===== src/rtl/booth_multiplier_seq.sv =====
// Iterative radix-4 Booth multiplier: one Booth digit per clock, signed or
// unsigned operands selected per operation, valid/ready on both sides.
module booth_multiplier_seq #(
    parameter int unsigned WIDTH = 8
) (
    input  logic               clk,
    input  logic               rst,
    input  logic               in_valid,
    output logic               in_ready,
    input  logic [WIDTH-1:0]   a,
    input  logic [WIDTH-1:0]   b,
    input  logic               signed_mode,
    output logic               out_valid,
    input  logic               out_ready,
    output logic [2*WIDTH-1:0] product,
    output logic               busy
);

    localparam int unsigned NDIG = WIDTH / 2 + 1;
    localparam int unsigned AW   = 2 * WIDTH + 4;
    localparam int unsigned BW   = WIDTH + 3;
    localparam int unsigned CW   = $clog2(NDIG + 1);

    typedef enum logic [1:0] {
        S_IDLE,
        S_RUN,
        S_DONE
    } state_t;

    state_t             r_state;
    state_t             w_state_next;

    logic [AW-1:0]      r_acc;
    logic [AW-1:0]      r_mcand;
    logic [BW-1:0]      r_mplr;
    logic [CW-1:0]      r_cnt;
    logic [2*WIDTH-1:0] r_product;

    logic               w_accept;
    logic               w_last;
    logic               w_a_sign;
    logic               w_b_sign;
    logic [AW-1:0]      w_mcand_init;
    logic [BW-1:0]      w_mplr_init;
    logic [2:0]         w_trip;
    logic [AW-1:0]      w_pp;
    logic [AW-1:0]      w_acc_next;

    assign w_accept = (r_state == S_IDLE) && in_valid;
    assign w_last   = (r_state == S_RUN) && (r_cnt == CW'(NDIG - 1));

    assign w_a_sign     = signed_mode & a[WIDTH-1];
    assign w_b_sign     = signed_mode & b[WIDTH-1];
    assign w_mcand_init = {{(AW - WIDTH){w_a_sign}}, a};
    // Multiplier carries the implicit b[-1]=0 in bit 0.
    assign w_mplr_init  = {{2{w_b_sign}}, b, 1'b0};

    // Multiplicand is pre-shifted by 2 per digit, so the triplet is always r_mplr[2:0].
    assign w_trip = r_mplr[2:0];

    always_comb begin
        w_pp = '0;
        case (w_trip)
            3'b001, 3'b010: w_pp = r_mcand;
            3'b011:         w_pp = {r_mcand[AW-2:0], 1'b0};
            3'b100:         w_pp = '0 - {r_mcand[AW-2:0], 1'b0};
            3'b101, 3'b110: w_pp = '0 - r_mcand;
            default:        w_pp = '0;
        endcase
    end

    assign w_acc_next = r_acc + w_pp;

    always_ff @(posedge clk) begin
        if (rst) begin
            r_state <= S_IDLE;
        end else begin
            r_state <= w_state_next;
        end
    end

    always_comb begin
        w_state_next = r_state;
        case (r_state)
            S_IDLE:  if (in_valid)  w_state_next = S_RUN;
            S_RUN:   if (w_last)    w_state_next = S_DONE;
            S_DONE:  if (out_ready) w_state_next = S_IDLE;
            default: w_state_next = S_IDLE;
        endcase
    end

    always_comb begin
        in_ready  = (r_state == S_IDLE);
        out_valid = (r_state == S_DONE);
        busy      = (r_state == S_RUN) || (r_state == S_DONE);
    end

    always_ff @(posedge clk) begin
        if (rst) begin
            r_acc     <= '0;
            r_mcand   <= '0;
            r_mplr    <= '0;
            r_cnt     <= '0;
            r_product <= '0;
        end else if (w_accept) begin
            r_acc     <= '0;
            r_mcand   <= w_mcand_init;
            r_mplr    <= w_mplr_init;
            r_cnt     <= '0;
        end else if (r_state == S_RUN) begin
            r_acc   <= w_acc_next;
            r_mcand <= {r_mcand[AW-3:0], 2'b00};
            r_mplr  <= {{2{r_mplr[BW-1]}}, r_mplr[BW-1:2]};
            r_cnt   <= r_cnt + 1'b1;
            if (w_last) begin
                r_product <= w_acc_next[2*WIDTH-1:0];
            end
        end
    end

    assign product = r_product;

endmodule


===== config.mk =====
export PLATFORM = sky130hd
export DESIGN_NAME = booth_multiplier_seq
export DESIGN_NICKNAME = d
export VERILOG_FILES = /design/src/rtl/booth_multiplier_seq.sv
export SDC_FILE = /design/constraint.sdc
export NUM_CORES = 1
export LEC_CHECK = 0
export BUFFER_PORTS_ARGS = -buffer_cell sky130_fd_sc_hd__buf_2
export CORE_ASPECT_RATIO = 1.4
export CORE_MARGIN = 2
export CORE_UTILIZATION = 45
export CTS_CLUSTER_SIZE = 25
export DETAILED_ROUTE_END_ITERATION = 16
export MAX_ROUTING_LAYER = met4
export PLACE_DENSITY = 0.67
export SLEW_MARGIN = 10
export SYNTH_ARGS = -nofsm -noshare
export SYNTH_HDL_FRONTEND = slang
export SYNTH_SLANG_ARGS = --single-unit

===== constraint.sdc =====
create_clock -name clk -period 8.65 [get_ports clk]
set_clock_uncertainty 0.1 [all_clocks]
set_input_delay 1.73 -clock clk [delete_from_list [all_inputs] [get_ports clk]]
set_output_delay 1.73 -clock clk [all_outputs]
set_load 0.005 [all_outputs]

==> results of run 1 <==
through the flow:
| stage | cells | area [um2] |
|---|---|---|
| after detailed placement | 668 | 4470 |
| final | 684 | 4760 |
| after floorplan | 554 | 4270 |
| after global routing | 684 | 4760 |
| after CTS | 684 | 4760 |
| after global placement | 668 | 4470 |
state kept, by name, summed over array words and instances (netlist names):
name     count
product     16
r_acc       16
r_mcand     16
r_mplr      11
r_cnt        3
r_state      2
layout make-up:
type,count,area [um2]
Clock buffer,9,225
Clock inverter,7,71.3
Fill cell,959,4590
Inverter,15,56.3
Multi-Input combinational cell,437,2770
Sequential cell,64,1280
Tap cell,110,138
Timing Repair Buffer,42,218
cell families (layout without fill, tap and decap cells):
logic type                 Yosys count  count (layout)  synth area share
AOI/OAI and AO/OA                  151             151             0.221
muxes                               30              30            0.0704
and+or+nand+nor                    207             207             0.235
xor gates and xnor gates            27              27            0.0554
adders and majority gates           22              22            0.0663
buffers and inverters               53              73            0.0516
DFF                                 64              64             0.300
power by group through the flow:
| stage | Sequential, mW | Clock, mW | Combinational [mW] |
|---|---|---|---|
| 2_1_floorplan | 0.388 | 0 | 0.643 |
| 3_3_place_gp | 0.463 | 0 | 0.736 |
| 3_5_place_dp | 0.464 | 0 | 0.740 |
| 4_1_cts | 0.458 | 0.368 | 0.746 |
| 5_1_grt | 0.470 | 0.381 | 0.834 |
| 6_report | 0.459 | 0.363 | 0.751 |
worst min path at each step:
stage                           start          end  slack (ns)  cells past startpoint
after floorplan            r_mplr[10]   r_mplr[10]        0.34                      2
after global placement    product[11]  product[11]        0.34                      2
after detailed placement  product[13]  product[13]        0.34                      2
after CTS                 product[13]  product[13]        0.35                      2
after global routing      product[13]  product[13]        0.37                      2
final                     product[13]  product[13]        0.35                      2
cell usage in the layout, fill, tap and decap left out, drive strengths merged, types with 11 or more instances in the layout:
cell type,n
a21oi,48
dfxtp,64
nor2,67
xnor2,16
buf,42
nand3,18
mux2i,30
nor3,26
a211oi,22
xor2,11
inv,15
o21ai,33
ha,21
nand2,56
worst max-delay path, cell delays in order, from the launching register on:
cell      delay (ns)
dfxtp_1         0.75
clkinv_1        0.42
nand2_1         0.40
inv_1           0.11
nand2_1         0.26
o22ai_1         0.14
a22oi_1         0.19
o21ai_0         0.12
ha_1            0.37
a21o_1          0.22
a211oi_1        0.24
nor2_1          0.10
or3b_2          0.44
o21ai_0         0.37
or4b_2          0.20
nand3_1         0.06
layer usage:
metal,vias to the layer above,track usage
li1,2016,-
met1,1933,0.279
met2,96,0.408
met3,24,0.0367
met4,0,0.0977
met5,-,-
==> results.md, run 1 <==
- Top cells by count, synth: nor2_1, dfxtp_1, nand2_1
- CTS tree: done
- FF+latch count, synth: 64
- Worst slew pin tran: between 1 and 1.5 ns
- Max-Cap Viols: 0
- Final net count: about 600
- Vias in the first global route: approximately 3900
- Initial DRC count: 149
- FFs w/ async S/R, synth: 0
- Setup crit end: r_acc[14]
- CTS resizes: 0
- Setup violators final: 0
- Wire length of the first global-routing pass: 19200 um
- # Post-CTS Setup Buffers: 0
- Clock Power Share: 0.231
- CTS Root Cell: clkbuf_16
- Longest Clk Path Bufs: 2
- Rows: 42
- PD cells: 330 nW/um2
- DIE HEIGHT: 119 um
- Hold crit path type: register to register
- Slew Limit Fails: 0
- Drt first pass iters: 5
- GP Congestion: 0.910
- Top routing layer in use: met4
- Diode count: 0
- Design Power: 1.57 mW
- Worst slew margin: 0.327
- Max Fclk: 217 MHz
- Leak Pwr: around 1.9 nW
- Port Buffers: 39
- Hold buffers post-CTS: 0
- Starting density of the core: 0.456
- CP Launch Type: register
- NetSw: 710 uW
- Sequential Power Share: 0.292
- Post-synth net total: 597
- Max IR drop VDD: 0.000133 V
- Num CTS Buffers: 9
- Num ports: 40
- Synth area leaders: dfxtp_1, mux2i_1, ha_1
- Hold Vio Cnt, Final: 0
- Clk slew on worst S/H paths: 0.06 ns
- Synth top area share: 0.300
- Period utilization: 0.533
- Critical Path End Type: register
- Cell Int Power: 862 uW
- Mapped Area: about 4300 um2
- Initial antenna violation count: 0
- Met2 WL: about 6000 um
- WL met3: around 430 um
- Crit path DAT: about 4.7 ns
- Clk_lat worst skew: 0.33 ns
- CTS sink count: 64
- Top-count cell post-synth: nor2_1
- Drt wl/cell: approximately 17 um
- Setup WS post-layout: 4.04 ns
- Area grow syn2layout: 11.6%
- CORE AREA: 9350 um2
- Drc violations: 0
- Critical Path RT: 8.77 ns
- Pin count of the biggest net entering global routing: 53
- Combinational share of power: 0.477
- Reg-to-Reg Start: r_mplr[1]
- Global route overflow: 0
- Via count: 4069
- Worst setup path class: register to register
- Tmin final: 4.61 ns
- Switch share: 0.452
- Die Area: slightly above 10000 um2
- Critical path launch point: r_mplr[1]
- Hold WS: about 0.35 ns
- Layout cells sized above 1: 0.127
- Unrepaired setup endpoints after global routing: false
- Leading area contributor after synthesis: dfxtp_1
- Top FF cell, synth: dfxtp_1
- Post-synthesis cell type count: a little under 60
- Final wirelength: 11700 um
- CP max FO: 19
- Final core occ: 0.509
- R2R Path End: r_acc[14]
- Status: completed
- Post-route ant nets: 0
- Post-synth EDFFs: 0
- R2r setup slk: 4.04 ns
- Pre-CTS setup slack: 4.08 ns
- Share of the yosys chip area belonging to registers: 0.300
- Post-detail-place hpwl: 8410 um
- GRT Util Overall: 0.240
- Ys Warns: 0
- FF-to-FF path depth: 15
- Chip width: 86.3 um
- Drt via density: 5.95
- Mapped Cells: 554
- H-tree lvl count: 3
- WL met1: 4940 um
- Final TNS setup: 0 ns
- Mean area per synthesized cell: 7.70 um2
Note: power is estimated with default switching activity, not from simulation.
==> run 2, diff against run 1 <==
==> constraint.sdc (replaced) <==
create_clock -name clk -period 4.8 [get_ports clk]
set_clock_uncertainty 0.1 [all_clocks]
set_input_delay 0.96 -clock clk [delete_from_list [all_inputs] [get_ports clk]]
set_output_delay 0.96 -clock clk [all_outputs]
set_load 0.005 [all_outputs]
==> results.md, run 2 (synthesis results as in run 1) <==
- NetSw: 1.23 mW (+73%)
- WHS Endpoint: product[11]
- Hold Vio Cnt, Final: 0 (unchanged)
- Die Area: 10300 um2 (unchanged)
- Combinational share of power: 0.482 (+0.005)
- R2R Path End: r_acc[15]
- Leak Pwr: 1.92 nW (+2.0%)
- Reg-to-Reg Start: r_mcand[0]
- Placed instance count: 674 (+0.90%)
- CP Launch Type: register
- Final std cells w/o fill: 690 (+0.88%)
- Min-Delay Startpoint: product[11]
- GRT Util Overall: 0.224 (-0.0162)
- Longest Clk Path Bufs: 2 (unchanged)
- CTS sink count: 64 (unchanged)
- Layout cells sized above 1: 0.134 (+0.00731)
- CTS resizes: 0 (unchanged)
- Cell Int Power: 1.58 mW (+83%)
- Period utilization: 0.837 (+0.304)
- Final net count: 618 (+0.98%)
- Post-route ant nets: 0 (unchanged)
- Chip width: 86.3 um (unchanged)
- Initial antenna violation count: 0 (unchanged)
- CTS Root Cell: clkbuf_16
- Drc violations: 0 (unchanged)
- Num CTS Buffers: 9 (unchanged)
- CTS tree: done
- Drt first pass iters: 5 (unchanged)
- Unrepaired setup endpoints after global routing: false
- Wire length of the first global-routing pass: 18200 um (-5.2%)
- Area of the multi-input gates: 2770 um2 (unchanged)
- Most frequent cells in the layout: nor2_1, dfxtp_1, nand2_1
- Num ports: 40 (unchanged)
- Tmin final: 4.02 ns (-0.594 ns)
- FF-to-FF path depth: 16 (+1)
- Worst setup path class: register to register
- Setup violators final: 0 (unchanged)
- Vias in the first global route: 3825 (-3.0%)
- Max Fclk: 249 MHz (+15%)
- Final Instance Area: 4810 um2 (+1.0%)
- Worst slew pin tran: 0.907 ns (-0.0977 ns)
- Critical Path End Type: register
- Hold Path Stages: 2 (unchanged)
- Area grow syn2layout: 12.7%
- DIE HEIGHT: 119 um (unchanged)
- Critical Path RT: 4.96 ns (-3.81 ns)
- Via count: 4080 (+0.27%)
- CORE AREA: 9350 um2 (unchanged)
- Global route overflow: 0 (unchanged)
- Final wirelength: 10800 um (-7.4%)
- Slew Limit Fails: 0 (unchanged)
- Filler cell count: 905 (-5.6%)
- Drt via density: 5.91 (-0.60%)
- Rows: 42 (unchanged)
- Status: completed
- Commonest non-fill, non-tap cell in the layout: nor2_1
- PD cells: 583 nW/um2 (+77%)
- Clock Power Share: 0.231 (about the same)
- H-tree lvl count: 3 (unchanged)
- Starting density of the core: 0.456 (unchanged)
- Clk slew on worst S/H paths: 0.05 ns (about the same)
- Hold WS: 0.346 ns (-0.00134 ns)
- GP Congestion: 0.976 (+7.3%)
- Clk_lat worst skew: 0.33 ns (about the same)
- Sequential Power Share: 0.287 (-0.005)
- Worst slew margin: 0.395 (+0.0681)
- Design Power: 2.80 mW (+78%)
- Initial DRC count: 180 (+21%)
- Placed instance area: 4510 um2 (+1.0%)
- Final TNS setup: 0 ns (unchanged)
- R2r setup slk: 0.78 ns (-3.26 ns)
- Max-Cap Viols: 0 (unchanged)
- Pin count of the biggest net entering global routing: 53 (unchanged)
- # Post-CTS Setup Buffers: 0 (unchanged)
- Diode count: 0 (unchanged)
- Crit path DAT: 4.18 ns (-0.55 ns)
- Reg area: 1280 um2 (unchanged)
- Drt wl/cell: 15.7 um (-8.2%)
- Switch share: 0.437 (-0.0144)
- Port Buffers: 39 (unchanged)
- Hold buffers post-CTS: 0 (unchanged)
- Max IR drop VDD: 0.000243 V (+83%)
- Hold crit path type: register to register
- Post-detail-place hpwl: 7810 um (-7.1%)
- CP max FO: 8 (-11)
[run 2: cell types whose count changed in the layout (fill, tap and decap cells not counted), sizes merged]
cell      previous run  this run
inv                 15        14
clkinv               3         4
clkinvlp             3         1
buf                 42        48
clkbuf               9        11
[run 2: stage by stage]
stage / utilization / setup slack [ns]
after CTS: 0.514 / 0.806
after floorplan: - / 1.22
after global routing: 0.514 / 0.385
final: 0.514 / 0.785
after global placement: 0.482 / 0.971
after detailed placement: 0.482 / 0.810
[run 2: power by group through the flow]
stage	logic [mW]	clock network (mW)	registers, mW
global placement	1.31	0	0.806
detailed placement	1.33	0	0.809
CTS	1.34	0.661	0.799
finish	1.35	0.647	0.805
global route	1.51	0.688	0.824
floorplan	1.16	0	0.698
[run 2: how the worst max path moves through the flow]
stage | from | to | cells after the start
3_3_place_gp | r_mcand[0] | r_acc[15] | 16
3_5_place_dp | r_mcand[0] | r_acc[15] | 16
2_1_floorplan | r_mcand[0] | r_acc[15] | 16
5_1_grt | r_mcand[1] | r_acc[15] | 16
6_report | r_mcand[0] | r_acc[15] | 16
4_1_cts | r_mcand[0] | r_acc[15] | 16
[run 2: per-layer routing]
layer | vias up | global-route usage | wire (um)
met3 | 26 | 0.0450 | 455
met5 | - | - | 0
met2 | 111 | 0.378 | 5500
li1 | 2032 | - | -
met4 | 0 | 0.0801 | 296
met1 | 1911 | 0.260 | 4550
[run 2: critical path, cell delays in order, from the launching register on]
cell	delay (ns)
dfxtp_1	0.36
inv_1	0.10
ha_1	0.19
nor3b_2	0.42
nand3_1	0.23
o31ai_1	0.29
xor2_1	0.21
o32ai_1	0.11
o21ai_0	0.16
nand2_1	0.08
ha_1	0.40
nand4_1	0.13
or2_2	0.32
o21ai_0	0.33
and3_1	0.22
o21a_1	0.13
mux2i_1	0.17
[run 2: layout make-up]
class / instances / share of cell area
repair buffers: 48 / 0.0546
clock buffers: 11 / 0.0505
flip-flops and latches: 64 / 0.266
inverters: 15 / 0.0117
clock inverters: 5 / 0.0117
multi-input cells: 437 / 0.576
well taps: 110 / 0.0286
==> run 3, diff against run 2 <==
--- a/config.mk
+++ b/config.mk
@@ -12,7 +12,7 @@
 export CTS_CLUSTER_SIZE = 25
 export DETAILED_ROUTE_END_ITERATION = 16
 export MAX_ROUTING_LAYER = met4
-export PLACE_DENSITY = 0.67
+export PLACE_DENSITY = 0.7
 export SLEW_MARGIN = 10
 export SYNTH_ARGS = -nofsm -noshare
 export SYNTH_HDL_FRONTEND = slang
==> constraint.sdc (replaced) <==
create_clock -name clk -period 3.6 [get_ports clk]
set_clock_uncertainty 0.1 [all_clocks]
set_input_delay 0.72 -clock clk [delete_from_list [all_inputs] [get_ports clk]]
set_output_delay 0.72 -clock clk [all_outputs]
set_load 0.005 [all_outputs]
==> results.md, run 3 (synthesis results as in run 1) <==
- GRT Util Overall: 0.251 (+0.0269)
- Longest Clk Path Bufs: 2 (unchanged)
- Final core occ: 0.576 (+0.0618)
- Filler cell count: 876 (-3.2%)
- Post-route ant nets: 0 (unchanged)
- Global route overflow: 0 (unchanged)
- Clk_lat worst skew: 0.34 ns (about the same)
- WL met3: 528 um (+16%)
- Post-detail-place hpwl: 9110 um (+17%)
- Drc violations: 0 (unchanged)
- Min-Delay Startpoint: product[13]
- CTS sink count: 64 (unchanged)
- Initial antenna violation count: 0 (unchanged)
- Area grow syn2layout: 26.3%
- Sequential Power Share: 0.240 (-0.047)
- Worst slew pin tran: 0.950 ns (+0.0429 ns)
- Hold Vio Cnt, Final: 0 (unchanged)
- Num ports: 40 (unchanged)
- Worst setup path class: register to register
- R2R Path End: r_acc[12]
- PD cells: 799 nW/um2 (+37%)
- Placed instance area: 4850 um2 (+7.5%)
- Met2 WL: 6410 um (+16%)
- Num CTS Buffers: 9 (unchanged)
- DIE HEIGHT: 119 um (unchanged)
- Status: completed
- Leak Pwr: 2.21 nW (+15%)
- Reg-to-Reg Start: r_mplr[1]
- Vias in the first global route: 4055 (+6.0%)
- Critical Path RT: 3.73 ns (-1.23 ns)
- Switch share: 0.425 (-0.0122)
- Final wirelength: 12400 um (+15%)
- Layout cells sized above 1: 0.256 (+0.121)
- NetSw: 1.83 mW (+49%)
- Drt wl/cell: 16.7 um (+6.7%)
- Critical Path End Type: register
- FF-to-FF path depth: 15 (-1)
- Critical path launch point: r_mplr[1]
- Clk slew on worst S/H paths: 0.06 ns (about the same)
- Hold crit path type: register to register
- Slew Limit Fails: 0 (unchanged)
- CTS Root Cell: clkbuf_16
- Worst slew margin: 0.367 (-0.0286)
- CTS tree: done
- WHS Endpoint: product[13]
- Max IR drop VDD: 0.000370 V (+52%)
- Area of the multi-input gates: 2930 um2 (+5.6%)
- Clock Power Share: 0.220 (-0.011)
- Final TNS setup: 0 ns (unchanged)
- Period utilization: 0.981 (+0.145)
- Setup violators final: 0 (unchanged)
- Initial DRC count: 226 (+26%)
- CP Launch Type: register
- Tmin final: 3.53 ns (-0.483 ns)
- Starting density of the core: 0.456 (unchanged)
- Via count: 4307 (+5.6%)
- Chip width: 86.3 um (unchanged)
- Combinational share of power: 0.540 (+0.058)
- Cell Int Power: 2.48 mW (+57%)
- H-tree lvl count: 3 (unchanged)
- Hold Path Stages: 2 (unchanged)
- Pin count of the biggest net entering global routing: 53 (unchanged)
- Most frequent cells in the layout: nor2_1, dfxtp_1, buf_4
- Reg area: 1280 um2 (unchanged)
- Rows: 42 (unchanged)
- Wire length of the first global-routing pass: 20000 um (+9.5%)
- R2r setup slk: 0.07 ns (-0.72 ns)
- WL met1: 5170 um (+14%)
- Drt first pass iters: 5 (unchanged)
- Crit path DAT: 3.67 ns (-0.51 ns)
- CP max FO: 9 (+1)
- Port Buffers: 39 (unchanged)
- Max Fclk: 283 MHz (+14%)
- Pre-CTS setup slack: -0.0923 ns (-0.902 ns)
- Final net count: 671 (+8.6%)
- Diode count: 0 (unchanged)
- Top routing layer in use: met4
- Drt via density: 5.80 (-2.0%)
- CORE AREA: 9350 um2 (unchanged)
- Commonest non-fill, non-tap cell in the layout: nor2_1
- Die Area: 10300 um2 (unchanged)
- Setup WS post-layout: 0.0675 ns (-0.717 ns)
- GP Congestion: 0.918 (-5.9%)
- Max-Cap Viols: 0 (unchanged)
- Final Instance Area: 5390 um2 (+12%)
- Hold WS: 0.352 ns (+0.00618 ns)
## run 3: cell types whose count changed in the layout (fill, tap and decap cells not counted), sizes merged
cell	change
bufinv	+1
inv	+1
buf	+53
clkbuf	-2
## run 3: final cells by class
| class | count | share of cell area |
|---|---|---|
| repair buffers | 101 | 0.123 |
| inverters | 15 | 0.0105 |
| clock inverters | 7 | 0.0176 |
| flip-flops and latches | 64 | 0.238 |
| clock buffers | 9 | 0.0418 |
| well taps | 110 | 0.0255 |
| multi-input cells | 437 | 0.543 |
## run 3: worst max-delay path by stage
stage	end	slack [ns]	depth (start not counted)
global route	r_acc[12]	-0.07	15
floorplan	r_acc[15]	0.02	16
finish	r_acc[12]	0.07	15
CTS	r_acc[13]	0.02	18
detailed placement	r_acc[15]	-0.09	16
global placement	r_acc[15]	0.01	17
## run 3: power by group through the flow
stage / clock network [mW] / registers (mW) / logic, mW
floorplan: 0 / 0.931 / 1.54
global placement: 0 / 1.03 / 2.09
detailed placement: 0 / 1.03 / 2.11
CTS: 0.963 / 1.02 / 2.13
global route: 0.995 / 1.05 / 2.56
finish: 0.947 / 1.03 / 2.33
## run 3: worst max-delay path, cell delays in order, from the launching register on
cell and delay, ns:
dfxtp_1 0.42, clkinv_1 0.11, nand2_1 0.10, buf_4 0.18
nor2_1 0.07, o21ai_0 0.21, o21ai_1 0.20, fa_1 0.47
a21o_1 0.17, a21oi_1 0.33, nor2_1 0.12, o21a_1 0.24
buf_4 0.14, o22a_2 0.24, mux2i_1 0.13, a31o_2 0.20
## run 3: what timing repair did
| action | 4_1_cts | 5_1_grt |
|---|---|---|
| setup endpoints to repair | 6 | 13 |
| hold endpoints to repair | 0 | 0 |
| buffers inserted | 0 | 8 |
| pin swaps | 0 | 10 |
| gates resized for setup | 4 | 43 |
| hold buffers | 0 | 0 |
## run 3: metrics by stage
step,power (mW),cells
after global routing,4.60,743
after detailed placement,3.14,719
after CTS,4.11,735
after global placement,3.12,719
final,4.31,743
after floorplan,2.48,554
## run 3: per-layer routing
layer  GRT usage  vias up
li1            -     2144
met1       0.291     2015
met2       0.423      122
met3      0.0457       26
met5           -        -
met4      0.0986        0
